**config.mk**
```make
export PLATFORM = sky130hd
export DESIGN_NAME = pcap_replay_sched_flat
export DESIGN_NICKNAME = d
export VERILOG_FILES = /design/src/rtl/pcap_replay_pkg.sv /design/src/rtl/pcap_replay_sched_if.sv /design/src/rtl/pcap_replay_credit.sv /design/src/rtl/pcap_replay_sched.sv /design/src/flat_wrapper.sv
export SDC_FILE = /design/constraint.sdc
export NUM_CORES = 1
export LEC_CHECK = 0
export ABC_AREA = 1
export CORE_ASPECT_RATIO = 0.7
export CORE_MARGIN = 2
export CORE_UTILIZATION = 38
export DETAILED_ROUTE_END_ITERATION = 8
export PLACE_DENSITY = 0.68
export SLEW_MARGIN = 20
export SYNTH_ARGS = -nofsm -noshare
export SYNTH_HDL_FRONTEND = slang
export SYNTH_SLANG_ARGS = --single-unit
```
**constraint.sdc**
```tcl
create_clock -name axi_aclk -period 3.65 [get_ports axi_aclk]
set_input_delay 0.73 -clock axi_aclk [delete_from_list [all_inputs] [get_ports axi_aclk]]
set_output_delay 0.73 -clock axi_aclk [all_outputs]
set_load 0.02 [all_outputs]
```
**src/rtl/pcap_replay_pkg.sv**
```systemverilog
// rtl/pcap_replay_pkg.sv - shared types and sizing helpers for the pcap replay scheduler
package pcap_replay_pkg;

    typedef enum logic [2:0] {
        ST_IDLE,
        ST_ISSUE,
        ST_DRAIN,
        ST_GAP,
        ST_DONE
    } state_e;

    localparam int DEF_MAX_OUTSTANDING = 8;

    // One extra bit so the counter can hold MAX_OUTSTANDING itself.
    function automatic int credit_width(input int max_outstanding);
        return $clog2(max_outstanding) + 1;
    endfunction

    localparam int CREDIT_W = credit_width(DEF_MAX_OUTSTANDING);

endpackage

```
**src/rtl/pcap_replay_sched_if.sv**
```systemverilog
// rtl/pcap_replay_sched_if.sv - read request / read return channel between scheduler and QDR reader
interface pcap_replay_sched_if #(
    parameter int ADDR_WIDTH = 19
);
    logic                  rd_req_valid;
    logic [ADDR_WIDTH-1:0] rd_req_addr;
    logic                  rd_req_ready;
    logic                  rd_data_valid;

    modport master (
        output rd_req_valid,
        output rd_req_addr,
        input  rd_req_ready,
        input  rd_data_valid
    );

    modport slave (
        input  rd_req_valid,
        input  rd_req_addr,
        output rd_req_ready,
        output rd_data_valid
    );
endinterface

```
**src/rtl/pcap_replay_credit.sv**
```systemverilog
// rtl/pcap_replay_credit.sv - in-flight read credit counter
// full_o/empty_o describe the count after this cycle's events so the scheduler can register decisions.
module pcap_replay_credit
    import pcap_replay_pkg::*;
#(
    parameter int MAX_OUTSTANDING = DEF_MAX_OUTSTANDING,
    parameter int CW              = credit_width(MAX_OUTSTANDING)
) (
    input  logic clk_i,
    input  logic rst_i,
    input  logic inc_i,
    input  logic dec_i,
    output logic full_o,
    output logic empty_o,
    output logic underflow_o
);
    localparam logic [CW-1:0] MAX_CNT = CW'(MAX_OUTSTANDING);

    logic [CW-1:0] cnt_q, cnt_d;
    logic          dec_ok;

    always_comb begin
        dec_ok = dec_i && (cnt_q != '0);
        cnt_d  = cnt_q;
        if (inc_i && !dec_ok) begin
            cnt_d = cnt_q + CW'(1);
        end else if (!inc_i && dec_ok) begin
            cnt_d = cnt_q - CW'(1);
        end
    end

    always_ff @(posedge clk_i) begin
        if (rst_i) begin
            cnt_q <= '0;
        end else begin
            cnt_q <= cnt_d;
        end
    end

    assign full_o      = (cnt_d == MAX_CNT);
    assign empty_o     = (cnt_d == '0);
    assign underflow_o = dec_i && (cnt_q == '0);

endmodule

```
**src/rtl/pcap_replay_sched.sv**
```systemverilog
// rtl/pcap_replay_sched.sv - replay scheduler: loops word reads over the captured QDR region
// Optional inter-iteration gap enabled by defining PCAP_REPLAY_IPG_EN (adds iter_gap input).
module pcap_replay_sched
    import pcap_replay_pkg::*;
#(
    parameter int ADDR_WIDTH      = 19,
    parameter int CNT_WIDTH       = 32,
    parameter int MAX_OUTSTANDING = 8
) (
    input  logic                   axi_aclk,
    input  logic                   axi_reset,
    input  logic                   replay_en,
    input  logic [CNT_WIDTH-1:0]   replay_iter,
`ifdef PCAP_REPLAY_IPG_EN
    input  logic [CNT_WIDTH-1:0]   iter_gap,
`endif
    input  logic [ADDR_WIDTH-1:0]  mem_base_addr,
    input  logic [ADDR_WIDTH-1:0]  wr_last_addr,
    input  logic                   wr_last_vld,
    pcap_replay_sched_if.master    rd,
    output logic                   busy,
    output logic                   replay_done,
    output logic [CNT_WIDTH-1:0]   iter_done_cnt,
    output logic                   cfg_err
);
    state_e                state_q, state_d;
    logic [ADDR_WIDTH-1:0] addr_q, addr_d, base_q, base_d, last_q, last_d;
    logic [CNT_WIDTH-1:0]  iter_q, iter_d, cnt_q, cnt_d, cnt_inc;
    logic                  valid_q, valid_d, abort_q, abort_d;
    logic                  done_q, done_d, err_q, err_d;
`ifdef PCAP_REPLAY_IPG_EN
    logic [CNT_WIDTH-1:0]  gap_q, gap_d, gap_cnt_q, gap_cnt_d;
`endif
    logic                  hs, cred_full, cred_empty, cred_uf, cfg_ok, cfg_bad;

    assign hs      = valid_q && rd.rd_req_ready;
    assign cfg_ok  = replay_en && wr_last_vld && (wr_last_addr >= mem_base_addr);
    assign cfg_bad = replay_en && wr_last_vld && (wr_last_addr < mem_base_addr);
    assign cnt_inc = (cnt_q == '1) ? cnt_q : cnt_q + CNT_WIDTH'(1);

    pcap_replay_credit #(
        .MAX_OUTSTANDING (MAX_OUTSTANDING)
    ) u_credit (
        .clk_i       (axi_aclk),
        .rst_i       (axi_reset),
        .inc_i       (hs),
        .dec_i       (rd.rd_data_valid),
        .full_o      (cred_full),
        .empty_o     (cred_empty),
        .underflow_o (cred_uf)
    );

    always_comb begin
        state_d = state_q;
        addr_d  = addr_q;
        base_d  = base_q;
        last_d  = last_q;
        iter_d  = iter_q;
        cnt_d   = cnt_q;
        abort_d = abort_q;
        done_d  = 1'b0;
        err_d   = err_q | cred_uf;
        // A presented request is never retracted; it only drops on acceptance.
        valid_d = valid_q && !rd.rd_req_ready;
`ifdef PCAP_REPLAY_IPG_EN
        gap_d     = gap_q;
        gap_cnt_d = gap_cnt_q;
`endif
        case (state_q)
            ST_IDLE: begin
                if (cfg_ok) begin
                    base_d  = mem_base_addr;
                    last_d  = wr_last_addr;
                    iter_d  = replay_iter;
                    addr_d  = mem_base_addr;
                    cnt_d   = '0;
                    abort_d = 1'b0;
                    valid_d = 1'b1;
                    state_d = ST_ISSUE;
`ifdef PCAP_REPLAY_IPG_EN
                    gap_d   = iter_gap;
`endif
                end else if (cfg_bad) begin
                    err_d = 1'b1;
                end
            end
            ST_ISSUE: begin
                if (hs && (addr_q == last_q)) begin
                    valid_d = 1'b0;
                    state_d = ST_DRAIN;
                end else if (!valid_q || hs) begin
                    if (!replay_en) begin
                        valid_d = 1'b0;
                        abort_d = 1'b1;
                        state_d = ST_DRAIN;
                    end else begin
                        if (hs) begin
                            addr_d = addr_q + ADDR_WIDTH'(1);
                        end
                        valid_d = !cred_full;
                    end
                end
            end
            ST_DRAIN: begin
                if (cred_empty) begin
                    if (abort_q) begin
                        abort_d = 1'b0;
                        state_d = ST_IDLE;
                    end else begin
                        cnt_d = cnt_inc;
                        if ((iter_q != '0) && (cnt_inc == iter_q)) begin
                            done_d  = 1'b1;
                            state_d = ST_DONE;
                        end else if (!replay_en) begin
                            state_d = ST_IDLE;
                        end else begin
                            addr_d = base_q;
`ifdef PCAP_REPLAY_IPG_EN
                            if (gap_q != '0) begin
                                gap_cnt_d = gap_q;
                                state_d   = ST_GAP;
                            end else begin
                                valid_d = 1'b1;
                                state_d = ST_ISSUE;
                            end
`else
                            valid_d = 1'b1;
                            state_d = ST_ISSUE;
`endif
                        end
                    end
                end
            end
`ifdef PCAP_REPLAY_IPG_EN
            ST_GAP: begin
                if (!replay_en) begin
                    state_d = ST_IDLE;
                end else if (gap_cnt_q == CNT_WIDTH'(1)) begin
                    valid_d = 1'b1;
                    state_d = ST_ISSUE;
                end else begin
                    gap_cnt_d = gap_cnt_q - CNT_WIDTH'(1);
                end
            end
`endif
            ST_DONE: begin
                if (!replay_en) begin
                    state_d = ST_IDLE;
                end
            end
            default: state_d = ST_IDLE;
        endcase
    end

    always_ff @(posedge axi_aclk) begin
        if (axi_reset) begin
            state_q   <= ST_IDLE;
            addr_q    <= '0;
            base_q    <= '0;
            last_q    <= '0;
            iter_q    <= '0;
            cnt_q     <= '0;
            valid_q   <= 1'b0;
            abort_q   <= 1'b0;
            done_q    <= 1'b0;
            err_q     <= 1'b0;
`ifdef PCAP_REPLAY_IPG_EN
            gap_q     <= '0;
            gap_cnt_q <= '0;
`endif
        end else begin
            state_q   <= state_d;
            addr_q    <= addr_d;
            base_q    <= base_d;
            last_q    <= last_d;
            iter_q    <= iter_d;
            cnt_q     <= cnt_d;
            valid_q   <= valid_d;
            abort_q   <= abort_d;
            done_q    <= done_d;
            err_q     <= err_d;
`ifdef PCAP_REPLAY_IPG_EN
            gap_q     <= gap_d;
            gap_cnt_q <= gap_cnt_d;
`endif
        end
    end

    assign rd.rd_req_valid = valid_q;
    assign rd.rd_req_addr  = addr_q;
    assign busy            = (state_q != ST_IDLE);
    assign replay_done     = done_q;
    assign iter_done_cnt   = cnt_q;
    assign cfg_err         = err_q;

endmodule

```
**src/flat_wrapper.sv**
```systemverilog
// flat-port wrapper written by rule: the top's interface ports become plain ports
module pcap_replay_sched_flat import pcap_replay_pkg::*;
#(
    parameter int ADDR_WIDTH      = 19,
    parameter int CNT_WIDTH       = 32,
    parameter int MAX_OUTSTANDING = 8
)
  (axi_aclk, axi_reset, replay_en, replay_iter, mem_base_addr, wr_last_addr, wr_last_vld, busy, replay_done, iter_done_cnt, cfg_err, rd_rd_req_valid, rd_rd_req_addr, rd_rd_req_ready, rd_rd_data_valid);
  pcap_replay_sched_if #(.ADDR_WIDTH(ADDR_WIDTH)) rd_i ();
  input  logic axi_aclk;
  input  logic axi_reset;
  input  logic replay_en;
  input  logic [CNT_WIDTH-1:0] replay_iter;
  input  logic [ADDR_WIDTH-1:0] mem_base_addr;
  input  logic [ADDR_WIDTH-1:0] wr_last_addr;
  input  logic wr_last_vld;
  output logic busy;
  output logic replay_done;
  output logic [CNT_WIDTH-1:0] iter_done_cnt;
  output logic cfg_err;
  output wire logic [$bits(rd_i.rd_req_valid)-1:0] rd_rd_req_valid;
  output wire logic [$bits(rd_i.rd_req_addr)-1:0] rd_rd_req_addr;
  input wire logic [$bits(rd_i.rd_req_ready)-1:0] rd_rd_req_ready;
  input wire logic [$bits(rd_i.rd_data_valid)-1:0] rd_rd_data_valid;
  assign rd_rd_req_valid = rd_i.rd_req_valid;
  assign rd_rd_req_addr = rd_i.rd_req_addr;
  assign rd_i.rd_req_ready = rd_rd_req_ready;
  assign rd_i.rd_data_valid = rd_rd_data_valid;
  pcap_replay_sched #(.ADDR_WIDTH(ADDR_WIDTH), .CNT_WIDTH(CNT_WIDTH), .MAX_OUTSTANDING(MAX_OUTSTANDING)) u_core (.axi_aclk(axi_aclk), .axi_reset(axi_reset), .replay_en(replay_en), .replay_iter(replay_iter), .mem_base_addr(mem_base_addr), .wr_last_addr(wr_last_addr), .wr_last_vld(wr_last_vld), .rd(rd_i), .busy(busy), .replay_done(replay_done), .iter_done_cnt(iter_done_cnt), .cfg_err(cfg_err));
endmodule
```
# ---- After elaboration in Yosys (flattened, before gate mapping)
# Index checks and enable logic that the tools add are counted.
# W data, S select, Z words.
dict set report op_classes {
  addsub 4
  magnitude_cmp 2
  eq_ne 20
  mux 46
  bitwise_logic 3
  reduce_logical 31
}
# operator count
set ops {}
lappend ops {{$mux W19} 9}
lappend ops {{$mux W32} 4}
lappend ops {{$pmux W32 S2} 1}
lappend ops {{$pmux W19 S3} 1}
lappend ops {{$add A32 B1 Y32 const B} 1}
lappend ops {{$eq A32 B32 Y1} 1}
lappend ops {{$eq A32 B32 Y1 const B} 1}
lappend ops {{$reduce_bool A32 Y1} 1}
lappend ops {{$mux W3} 8}
lappend ops {{$add A19 B1 Y19 const B} 1}
lappend ops {{$eq A19 B19 Y1} 1}
lappend ops {{$ge A19 B19 Y1} 1}
lappend ops {{$lt A19 B19 Y1} 1}
lappend ops {{$mux W1} 18}
lappend ops {{$ne A2 B2 Y1 const B} 7}
lappend ops {{$pmux W3 S4} 1}
lappend ops {{$logic_and A1 B1 Y1} 11}
lappend ops {{$reduce_and A10 Y1} 1}
lappend ops {{$logic_not A4 Y1} 2}
lappend ops {{$mux W4} 2}
lappend ops {{$ne A2 B1 Y1 const B} 4}
lappend ops {{$pmux W1 S3} 2}
lappend ops {{$reduce_and A6 Y1} 1}
lappend ops {{$reduce_bool A3 Y1} 2}
lappend ops {{other kinds (19)} 24}
dict set report totals {
  ff_bits 132
  input_bits 76
  output_inout_bits 55
  elab_cells 117
}

# ---- Longest topological paths before layout
# Gate-level depths: netlist of the first run.
dict set report logic_depth {
  ltp_word 11
  depth_mapped 22
}

# ---- Modules after synthesis
# A second synthesis of the first run with hierarchy kept.
dict set report unflattened {
  hier_cells 1333
  hier_area_um2 8308.0
}
# module instances cells_each area_per_inst_um2 seq_area_each_um2
set modules_own_cells {}
lappend modules_own_cells {pcap_replay_sched 1 1274 7945.1 2562.5}
lappend modules_own_cells {pcap_replay_credit 1 59 362.8 80.1}

# ---- Worst setup path after synthesis of the first run
# OpenSTA, ideal clock, no wires.
dict set report synth_path {
  path_kind {input to register}
  startpoint {in mem_base_addr[6]}
  endpoint {reg u_core.cnt_q[10] (netlist: u_core.iter_done_cnt[10])}
  setup_ns 0.119
  arrival_time_ns 2.655
  t_required_ns 3.531
  slack_ns 0.876
  cell_stages 15
  n_path_buf 2
  path_cell_list {inv_1 ha_1 a21o_1 o21ai_0 o211ai_1 nand2_1 nand4_1 nand2_1 nand2_1 nand2_1 clkinv_1 nand2_1 clkbuf_1 buf_2 a21oi_1}
}
dict set report synth_via {
  elab_chain_cells 4
}
# item line_no
set synth_lines {}
lappend synth_lines {{start: declaration} flat_wrapper.sv:14} ;# input logic [ADDR_WIDTH-1:0] mem_base_addr;
lappend synth_lines {{$ge A19 B19 Y1} pcap_replay_sched.sv:37} ;# assign cfg_ok = replay_en && wr_last_vld && (wr_last_addr >= mem_base_addr);
lappend synth_lines {{$logic_and A1 B1 Y1} pcap_replay_sched.sv:37}
lappend synth_lines {{$ne A2 B1 Y1 (no line)} -}
lappend synth_lines {{$reduce_and A4 Y1 (no line)} -}
lappend synth_lines {{end signal: assignment} pcap_replay_sched.sv:177} ;# cnt_q <= cnt_d;
lappend synth_lines {{end: declaration} pcap_replay_sched.sv:28} ;# logic [CNT_WIDTH-1:0] iter_q, iter_d, cnt_q, cnt_d, cnt_inc;
# No other way between the ends.
# A chain may end at the register's enable or synchronous reset.

# ---- Worst setup path in the final report of the first run
dict set report layout_path {
  startpoint {in mem_base_addr[4]}
  endpoint {reg u_core.cnt_q[5] (netlist: u_core.iter_done_cnt[5])}
}
# Same word-level chain as after synthesis.

==> out/qor.csv, run 1 <==
metric,value,unit
"worst slack, placed",0.0120,ns
Power Internal,4170,uW
vias in the first global route,8506,
Core ar.,0.0217,mm2
Pwr Density,650,mW/mm2
Worst Skew,0.0108,ns
Comb power frac,0.431,
Fin. Hold Viols,0,
sequential-to-total area share from yosys stat,0.313,
Overall Power,7050,uW
Die Y,129,um
Worst IR Drop VDD,0.366,mV
R2R Setup Slk,0.36,ns
Critical Path RT,4.00,ns
Max-Cap Viols,0,
Post-Syn Area,0.00843,mm2
global-route wire length before repair,46.9,mm
number of synthesized flops with an enable pin,0,
Crit path top cell by count,nand2_1,
final period utilization,0.901,
Area growth syn-to-layout,28.6,%
Ys Warns,0,
Hold Crit Class,flop to flop,
worst path arrival time,3.64,ns
CTS tree,built,
critical path's largest stage delay,0.51,ns
"Reg clk slew, reported paths",0.06,ns
critical path's slowest cell,clkdlybuf4s50_1,
Final ANT Viol Nets,0,
post_cts resized,0,
Total GRT Usage,0.257,
"Top FF cell, synth",dfxtp_1,
CTS sink cnt,132,
most frequent cells in the layout,"nand2_1, inv_1, nor2_1",
TNS Setup,0,ns
Slew Limit Fails,0,
Num CTS Buffers,17,
vias per inst,5.36,
Final HPWL DP,22.7,mm
setup repair bufs after CTS,0,
routed wire length,30.0,mm
Cell variety after synth,38,
GP Congestion,1.02,
"Setup violations, final",0,
Avg WL per Cell,17.0,um
Placed Cells incl. Taps,1734,
clock insertion delay at the later pin of the skew report,0.43,ns
starting density of the core,0.388,
final net count,1570,
Max Fclk,0.304,GHz
site row count,45,
CP Capture Type,flop,
RSZ-0062 raised after global routing,false,
asr flop ratio synth,0,
routed via count,9467,
grt total ovfl,0,
count of buffers from port buffering,130,
H-tree levels,4,
syn_nets,1442,
slew at the pin with the worst max-slew slack,0.677,ns
root buffer cell,clkbuf_16,
share of cells above drive strength 1,0.0722,
"Critical Path, Cell by Cell","clkdlybuf4s50_1, inv_1, ha_1, a21oi_1, nor2_1, o21ai_0, o211ai_1, nand2_1, nand4_1, nand2_1, nand2_1, nand2_1, clkinv_1, nand2_1, buf_12, o21ai_0, a21oi_1",
drt pass-1 iters,5,
Clk network pwr share,0.282,
Diodes inserted,0,
Leak Pwr,0.00452,uW
"Cell Count, Final, Fillers Out",1765,
"FF+latch count, synth",132,
Max Root-Sink Buffers,2,
Setup CP Type,input pin to flop,
worst setup margin,0.363,ns
sequential share of power,0.286,
die width,182,um
Hold Buf Count CTS,0,
initial antenna violation count,0,
Syn Inst Count,1343,
fin crit period,3.29,ns
I/O pin count,131,
switching portion of total power,0.409,
largest net degree at the start of global routing,119,
Initial DRC Count,1101,
status,"complete, no violations",
DRC,0,
Worst Path Max Fanout,58,
die area,0.0234,mm2
Critical Path Start Type,input pin,
max_slew headroom,0.548,
switching power,2880,uW
Syn Area/Cell,6.28,um2
"commonest non-fill, non-tap cell in the layout",nand2_1,
[area by class of cell]
type	count	area [um2]
Sequential cell	132	2640
Tap cell	282	353
Timing Repair Buffer	166	1620
Clock buffer	18	439
Inverter	181	679
Clock inverter	13	230
Multi-Input combinational cell	973	4880
Fill cell	2194	10900
[power groups by stage]
stage / Clock (uW) / Combinational, uW / Sequential [uW]
floorplan: 0 / 1770 / 2120
global placement: 0 / 2920 / 2040
detailed placement: 0 / 2970 / 2040
CTS: 2010 / 2990 / 2010
global route: 2070 / 3380 / 2060
finish: 1990 / 3040 / 2020
[critical path: cells and delay by family]
kind / cells / cell delay (ns)
AO/OA/AOI/OAI: 5 / 0.81
buffers and inverters: 4 / 1.06
AND/OR/NAND/NOR: 7 / 0.70
adder cells (fa/ha/maj): 1 / 0.34
[through the flow]
stage	util	instance area, um2	hold WS, ns
floorplan	-	8430	0.430
global placement	0.468	10200	0.442
detailed placement	0.468	10200	0.447
CTS	0.498	10800	0.456
global route	0.499	10800	0.479
finish	0.499	10800	0.455
[sequential cells by signal, indices dropped and copies added, names as in the netlist]
register / cells
u_core.state_q: 3
u_core.rd.rd_req_addr: 19
u_core.replay_done: 1
u_core.base_q: 19
u_core.cfg_err: 1
u_core.abort_q: 1
u_core.u_credit.cnt_q: 4
u_core.iter_q: 32
u_core.iter_done_cnt: 32
u_core.rd.rd_req_valid: 1
u_core.last_q: 19
[per-layer routing]
layer | global-route usage | routed length (um) | up-vias | part of all wire
met4 | 0.0465 | 240 | 0 | 0.0080
met2 | 0.341 | 11300 | 452 | 0.38
met3 | 0.0838 | 3510 | 20 | 0.12
met5 | 0 | 0 | - | 0
met1 | 0.399 | 15000 | 4296 | 0.50
li1 | - | - | 4699 | -
[cells by family after synthesis]
group,synth area share
buffers and inverters,0.110
AO/OA/AOI/OAI,0.196
adder cells (fa/ha/maj),0.0341
AND/OR/NAND/NOR,0.323
XOR/XNOR,0.0229
flip-flops,0.313
[cell usage after synthesis, drive strengths merged (12+ instances only)]
master / count / area [um2]
nor2: 154 / 622
a21oi: 153 / 807
nand4: 39 / 244
nand3: 97 / 495
xor2: 17 / 149
ha: 23 / 288
clkbuf: 41 / 154
o21ai: 123 / 616
dfxtp: 132 / 2640
inv: 179 / 672
nor3: 12 / 60.1
buf: 16 / 97.6
nand2: 306 / 1200
[path summary, 6_finish.rpt]
kind	cells after the start	from	to
max	17	mem_base_addr[4]	u_core.iter_done_cnt[5]
min	2	u_core.base_q[0]	u_core.base_q[0]
max reg2reg	20	u_core.iter_done_cnt[1]	u_core.rd.rd_req_addr[13]
min reg2reg	2	u_core.base_q[0]	u_core.base_q[0]
No activity file was read; power rests on OpenSTA's default activity.
==> run 2, diff against run 1 <==
--- a/config.mk
+++ b/config.mk
@@ -5,13 +5,12 @@
 export SDC_FILE = /design/constraint.sdc
 export NUM_CORES = 1
 export LEC_CHECK = 0
-export ABC_AREA = 1
 export CORE_ASPECT_RATIO = 0.7
 export CORE_MARGIN = 2
 export CORE_UTILIZATION = 38
 export DETAILED_ROUTE_END_ITERATION = 8
-export PLACE_DENSITY = 0.68
 export SLEW_MARGIN = 20
 export SYNTH_ARGS = -nofsm -noshare
 export SYNTH_HDL_FRONTEND = slang
 export SYNTH_SLANG_ARGS = --single-unit
+export TNS_END_PERCENT = 10
==> out/qor.csv, run 2 <==
metric,value,unit,change
Ys Warns,0,,unchanged
Post-Syn Area,0.00853,mm2,was 0.00843 mm2
"Reg clk slew, reported paths",0.06,ns,about the same
"commonest non-fill, non-tap cell in the layout",nand2_1,,unchanged
met2 wire len,12.5,mm,was 11.3 mm
CTS tree,built,,unchanged
I/O pin count,131,,unchanged
Comb power frac,0.265,,was 0.431
Final HPWL DP,26.6,mm,was 22.7 mm
share of the synthesized area in the top cell type,0.310,,was 0.313
root buffer cell,clkbuf_16,,unchanged
share of cells above drive strength 1,0.221,,was 0.0722
die width,183,um,was 182 um
die area,0.0237,mm2,was 0.0234 mm2
final hold slack,0.456,ns,was 0.455 ns
Max Fclk,0.279,GHz,was 0.304 GHz
DRC,0,,unchanged
Critical Path RT,3.98,ns,was 4.00 ns
sequential-to-total area share from yosys stat,0.310,,was 0.313
Syn Inst Count,1127,,was 1343
Commonest cells post-synth,"nand2_1, dfxtp_1, a21oi_1, clkbuf_1, nor2_1",,"was nand2_1, inv_1, nor2_1, a21oi_1, dfxtp_1"
Die Y,129,um,about the same
most frequent cells in the layout,"nand2_1, buf_4, clkdlybuf4s50_1",,"was nand2_1, inv_1, nor2_1"
number of synthesized flops with an enable pin,0,,unchanged
Worst Path Max Fanout,5,,was 58
fill count,2045,,was 2194
Pwr Density,387,mW/mm2,was 650 mW/mm2
Initial DRC Count,1090,,was 1101
Placed Area,0.0112,mm2,was 0.0102 mm2
top post-synthesis cells by area,"dfxtp_1, nand2_1, a21oi_1",,unchanged
"Top FF cell, synth",dfxtp_1,,unchanged
"Setup violations, final",0,,unchanged
"count leader, synth",nand2_1,,unchanged
Max Root-Sink Buffers,2,,unchanged
initial antenna violation count,0,,unchanged
switching power,1470,uW,was 2880 uW
Leak Pwr,0.00466,uW,was 0.00452 uW
worst path arrival time,3.92,ns,was 3.64 ns
GP Congestion,1.00,,was 1.02
Power Internal,3280,uW,was 4170 uW
Worst Skew,0.0135,ns,was 0.0108 ns
final net count,1470,,was 1570
vias per inst,5.83,,was 5.36
site row count,45,,unchanged
Num CTS Buffers,17,,unchanged
Core ar.,0.0218,mm2,was 0.0217 mm2
routed wire length,34.8,mm,was 30.0 mm
clock insertion delay at the later pin of the skew report,0.44,ns,was 0.43 ns
max_slew headroom,0.437,,was 0.548
vias in the first global route,8847,,was 8506
CP Capture Type,flop,,unchanged
Setup CP Type,flop to flop,,was input pin to flop
fin crit period,3.58,ns,was 3.29 ns
final instance area,0.0123,mm2,was 0.0108 mm2
"Cell Count, Final, Fillers Out",1666,,was 1765
"FF+latch count, synth",132,,unchanged
final core utilization,0.563,,was 0.499
Area growth syn-to-layout,44.1,%,was 28.6%
Max-Cap Viols,0,,unchanged
Final ANT Viol Nets,0,,unchanged
Placed Cells incl. Taps,1627,,was 1734
switching portion of total power,0.309,,was 0.409
drt pass-1 iters,7,,was 5
"worst slack, placed",-0.463,ns,was 0.0120 ns
DRT met1 WL,17.7,mm,was 15.0 mm
global-route wire length before repair,52.5,mm,was 46.9 mm
grt total ovfl,0,,unchanged
CTS sink cnt,132,,unchanged
largest net degree at the start of global routing,55,,was 119
Hold Buf Count CTS,0,,unchanged
slew at the pin with the worst max-slew slack,0.842,ns,was 0.677 ns
Syn Area/Cell,7.57,um2,was 6.28 um2
final period utilization,0.982,,was 0.901
count of buffers from port buffering,130,,unchanged
Diodes inserted,0,,unchanged
starting density of the core,0.391,,was 0.388
routed wl met3,3.88,mm,was 3.51 mm
"area leader, netlist",dfxtp_1,,unchanged
Avg WL per Cell,20.9,um,was 17.0 um
status,"complete, no violations",,unchanged
Hold Crit Class,flop to flop,,unchanged
Cell variety after synth,74,,was 38
H-tree levels,4,,unchanged
asr flop ratio synth,0,,unchanged
routed via count,9715,,was 9467
worst setup margin,0.0655,ns,was 0.363 ns
sequential share of power,0.347,,was 0.286
Highest Signal Layer,met4,,unchanged
syn_nets,1226,,was 1442
Critical Path Start Type,flop,,was input pin
Clk network pwr share,0.388,,was 0.282
Total GRT Usage,0.292,,was 0.257
Worst IR Drop VDD,0.335,mV,was 0.366 mV
Fin. Hold Viols,0,,unchanged
Slew Limit Fails,0,,unchanged
-- run 2: repair_timing --
action / CTS / global route
setup buffers: 1 / 5
setup endpoints to repair: 10 / 52
pin swaps: 1 / 23
cloned: 0 / 1
gates resized for setup: 7 / 74
-- run 2: stage by stage --
step                power (uW)  setup TNS [ns]
floorplan                 2280               0
global placement          2840          -13.03
detailed placement        2860          -24.27
CTS                       4700               0
global route              4940        -0.00942
finish                    4750               0
-- run 2: critical path, stage by stage (launching register included) --
cell and delay (ns):
dfxtp_1 0.44, and4_1 0.26, or4bb_1 0.44, buf_4 0.17, a2111oi_4 0.46, xnor2_2 0.17
nand3b_1 0.21, nor4_2 0.19, nand4_1 0.25, or4b_4 0.61, a2111oi_4 0.28
-- run 2: kinds of logic (layout without fill, tap and decap cells) --
group | count (synthesis) | in the layout | synth area share
buf+inv | 120 | 377 | 0.0546
flops | 132 | 132 | 0.310
fa+ha+maj | 23 | 23 | 0.0337
simple gates | 465 | 465 | 0.277
mux | 7 | 7 | 0.00836
xor+xnor | 67 | 67 | 0.0688
compound gates | 313 | 313 | 0.248
-- run 2: final cells by class --
class,instances,area (um2),share of cell area
Timing Repair Buffer,312,2770,0.225
Clock buffer,22,454,0.0369
Multi-Input combinational cell,875,5760,0.469
Tap cell,282,353,0.0287
Inverter,33,124,0.0101
Clock inverter,10,155,0.0126
Sequential cell,132,2670,0.217
-- run 2: final timing paths --
kind | from | end | slack [ns] | depth (start not counted)
worst max-delay path | u_core.iter_done_cnt[23] | u_core.state_q[2] | 0.07 | 10
worst min-delay path | u_core.base_q[13] | u_core.base_q[13] | 0.46 | 2
worst min register to register | u_core.base_q[13] | u_core.base_q[13] | 0.46 | 2
worst max register to register | u_core.iter_done_cnt[23] | u_core.state_q[2] | 0.07 | 10
-- run 2: power groups by stage --
stage	Clock (uW)	Sequential, uW	Combinational, uW
6_report	1840	1650	1260
5_1_grt	1920	1660	1360
4_1_cts	1860	1650	1200
3_5_place_dp	0	1680	1190
3_3_place_gp	0	1670	1170
2_1_floorplan	0	1690	592
-- run 2: metal layers --
layer / track usage / vias up
met3: 0.0958 / 49
met1: 0.463 / 4570
met5: 0 / -
met2: 0.363 / 464
li1: - / 4632
met4: 0.0767 / 0
==> run 3, diff against run 2 <==
--- a/config.mk
+++ b/config.mk
@@ -8,6 +8,7 @@
 export CORE_ASPECT_RATIO = 0.7
 export CORE_MARGIN = 2
 export CORE_UTILIZATION = 38
+export CTS_BUF_LIST = sky130_fd_sc_hd__clkbuf_8
 export DETAILED_ROUTE_END_ITERATION = 8
 export SLEW_MARGIN = 20
 export SYNTH_ARGS = -nofsm -noshare
==> out/qor.csv, run 3 (synthesis results as in run 2) <==
metric,value,unit,change
Final ANT Viol Nets,0,,unchanged
switching power,1400,uW,was 1470 uW
status,"complete, no violations",,unchanged
count of buffers from port buffering,130,,unchanged
most frequent cells in the layout,"nand2_1, buf_4, clkdlybuf4s50_1",,unchanged
vias in the first global route,8811,,was 8847
die width,183,um,unchanged
clock insertion delay at the later pin of the skew report,0.48,ns,was 0.44 ns
vias per inst,5.83,,about the same
root buffer cell,clkbuf_8,,was clkbuf_16
I/O pin count,131,,unchanged
Clk network pwr share,0.324,,was 0.388
Pwr Density,355,mW/mm2,was 387 mW/mm2
global-route wire length before repair,52.0,mm,was 52.5 mm
Slew Limit Fails,0,,unchanged
Max Fclk,0.282,GHz,was 0.279 GHz
fin crit period,3.55,ns,was 3.58 ns
worst path arrival time,3.92,ns,about the same
Worst Skew,0.0160,ns,was 0.0135 ns
TNS Setup,0,ns,unchanged
fill count,2093,,was 2045
"Reg clk slew, reported paths",0.09,ns,was 0.06 ns
Placed Cells incl. Taps,1627,,unchanged
"commonest non-fill, non-tap cell in the layout",nand2_1,,unchanged
CTS tree,built,,unchanged
Critical Path RT,4.03,ns,was 3.98 ns
share of cells above drive strength 1,0.211,,was 0.221
routed via count,9709,,was 9715
H-tree levels,4,,unchanged
site row count,45,,unchanged
Diodes inserted,0,,unchanged
Avg WL per Cell,20.6,um,was 20.9 um
Reg area,0.00268,mm2,was 0.00267 mm2
slew at the pin with the worst max-slew slack,0.887,ns,was 0.842 ns
Core ar.,0.0218,mm2,unchanged
final instance area,0.0120,mm2,was 0.0123 mm2
largest net degree at the start of global routing,55,,unchanged
Final HPWL DP,26.6,mm,unchanged
Power Internal,2850,uW,was 3280 uW
routed wire length,34.3,mm,was 34.8 mm
Fin. Hold Viols,0,,unchanged
drt pass-1 iters,6,,was 7
Placed Area,0.0112,mm2,unchanged
Hold Crit Class,flop to flop,,unchanged
Worst Path Max Fanout,4,,was 5
Total GRT Usage,0.290,,was 0.292
Initial DRC Count,1123,,was 1090
Critical Path Start Type,flop,,unchanged
RSZ-0062 raised after global routing,true,,
Max Root-Sink Buffers,2,,unchanged
sequential share of power,0.387,,was 0.347
max_slew headroom,0.406,,was 0.437
"Setup violations, final",0,,unchanged
Leak Pwr,0.00453,uW,was 0.00466 uW
Max-Cap Viols,0,,unchanged
initial antenna violation count,0,,unchanged
Area growth syn-to-layout,40.3,%,was 44.1%
CTS sink cnt,132,,unchanged
Num CTS Buffers,17,,unchanged
switching portion of total power,0.329,,was 0.309
final period utilization,0.972,,was 0.982
GP Congestion,1.00,,unchanged
Worst IR Drop VDD,0.235,mV,was 0.335 mV
Die Y,129,um,unchanged
multi-input logic area,0.00567,mm2,was 0.00576 mm2
Comb power frac,0.289,,was 0.265
final net count,1468,,was 1470
Setup CP Type,flop to flop,,unchanged
DRC,0,,unchanged
"Cell Count, Final, Fillers Out",1664,,was 1666
grt total ovfl,0,,unchanged
CP Capture Type,flop,,unchanged
starting density of the core,0.391,,unchanged
die area,0.0237,mm2,unchanged
## run 3: worst paths after layout
| path | start | to | slack [ns] | cells after the start |
|---|---|---|---|---|
| worst min-delay path | u_core.base_q[13] | u_core.base_q[13] | 0.46 | 2 |
| worst max register to register | u_core.iter_done_cnt[21] | u_core.state_q[2] | 0.10 | 10 |
| worst min register to register | u_core.base_q[13] | u_core.base_q[13] | 0.46 | 2 |
| worst max-delay path | u_core.iter_done_cnt[21] | u_core.state_q[2] | 0.10 | 10 |
## run 3: final cells by class
cell class / count / area share
multi-input cells: 875 / 0.474
inverters: 33 / 0.0103
flip-flops and latches: 132 / 0.224
repair buffers: 310 / 0.227
clock inverters: 14 / 0.0142
clock buffers: 18 / 0.0207
well taps: 282 / 0.0295
## run 3: per-layer routing
layer / track usage / up-vias / wire length (um) / part of all wire
met3: 0.0874 / 50 / 3970 / 0.12
li1: - / 4626 / - / -
met1: 0.463 / 4562 / 17300 / 0.51
met4: 0.0838 / 0 / 688 / 0.020
met5: 0 / - / 0 / 0
met2: 0.359 / 471 / 12300 / 0.36
## run 3: stage by stage
step	setup WS (ns)	hold WS (ns)	total power (uW)	utilization
2_1_floorplan	0.0975	0.436	2280	-
3_3_place_gp	-0.313	0.442	2840	0.515
3_5_place_dp	-0.463	0.446	2860	0.515
4_1_cts	0.00786	0.458	4230	0.535
5_1_grt	-0.0439	0.482	4430	0.548
6_report	0.104	0.460	4250	0.548
## run 3: power groups by stage
stage,logic [uW],clock network (uW),registers [uW]
global route,1330,1450,1660
finish,1230,1380,1650
CTS,1190,1400,1640
global placement,1170,0,1670
floorplan,592,0,1690
detailed placement,1190,0,1680
## run 3: critical path, cell delays in order, from the launching register on
cell	delay, ns
dfxtp_2	0.37
and4_1	0.22
or4bb_1	0.52
buf_4	0.16
a2111oi_4	0.48
xnor2_2	0.17
nand3b_1	0.20
nor4_2	0.18
nand4_1	0.23
or4b_4	0.61
a2111oi_4	0.29
## run 3: repair_timing
item	CTS	global route
cloned	0	0
pin swaps	1	22
resized for setup	7	61
endpoints found under the setup margin	2	52
setup buffers	1	5
hold buffers	0	0
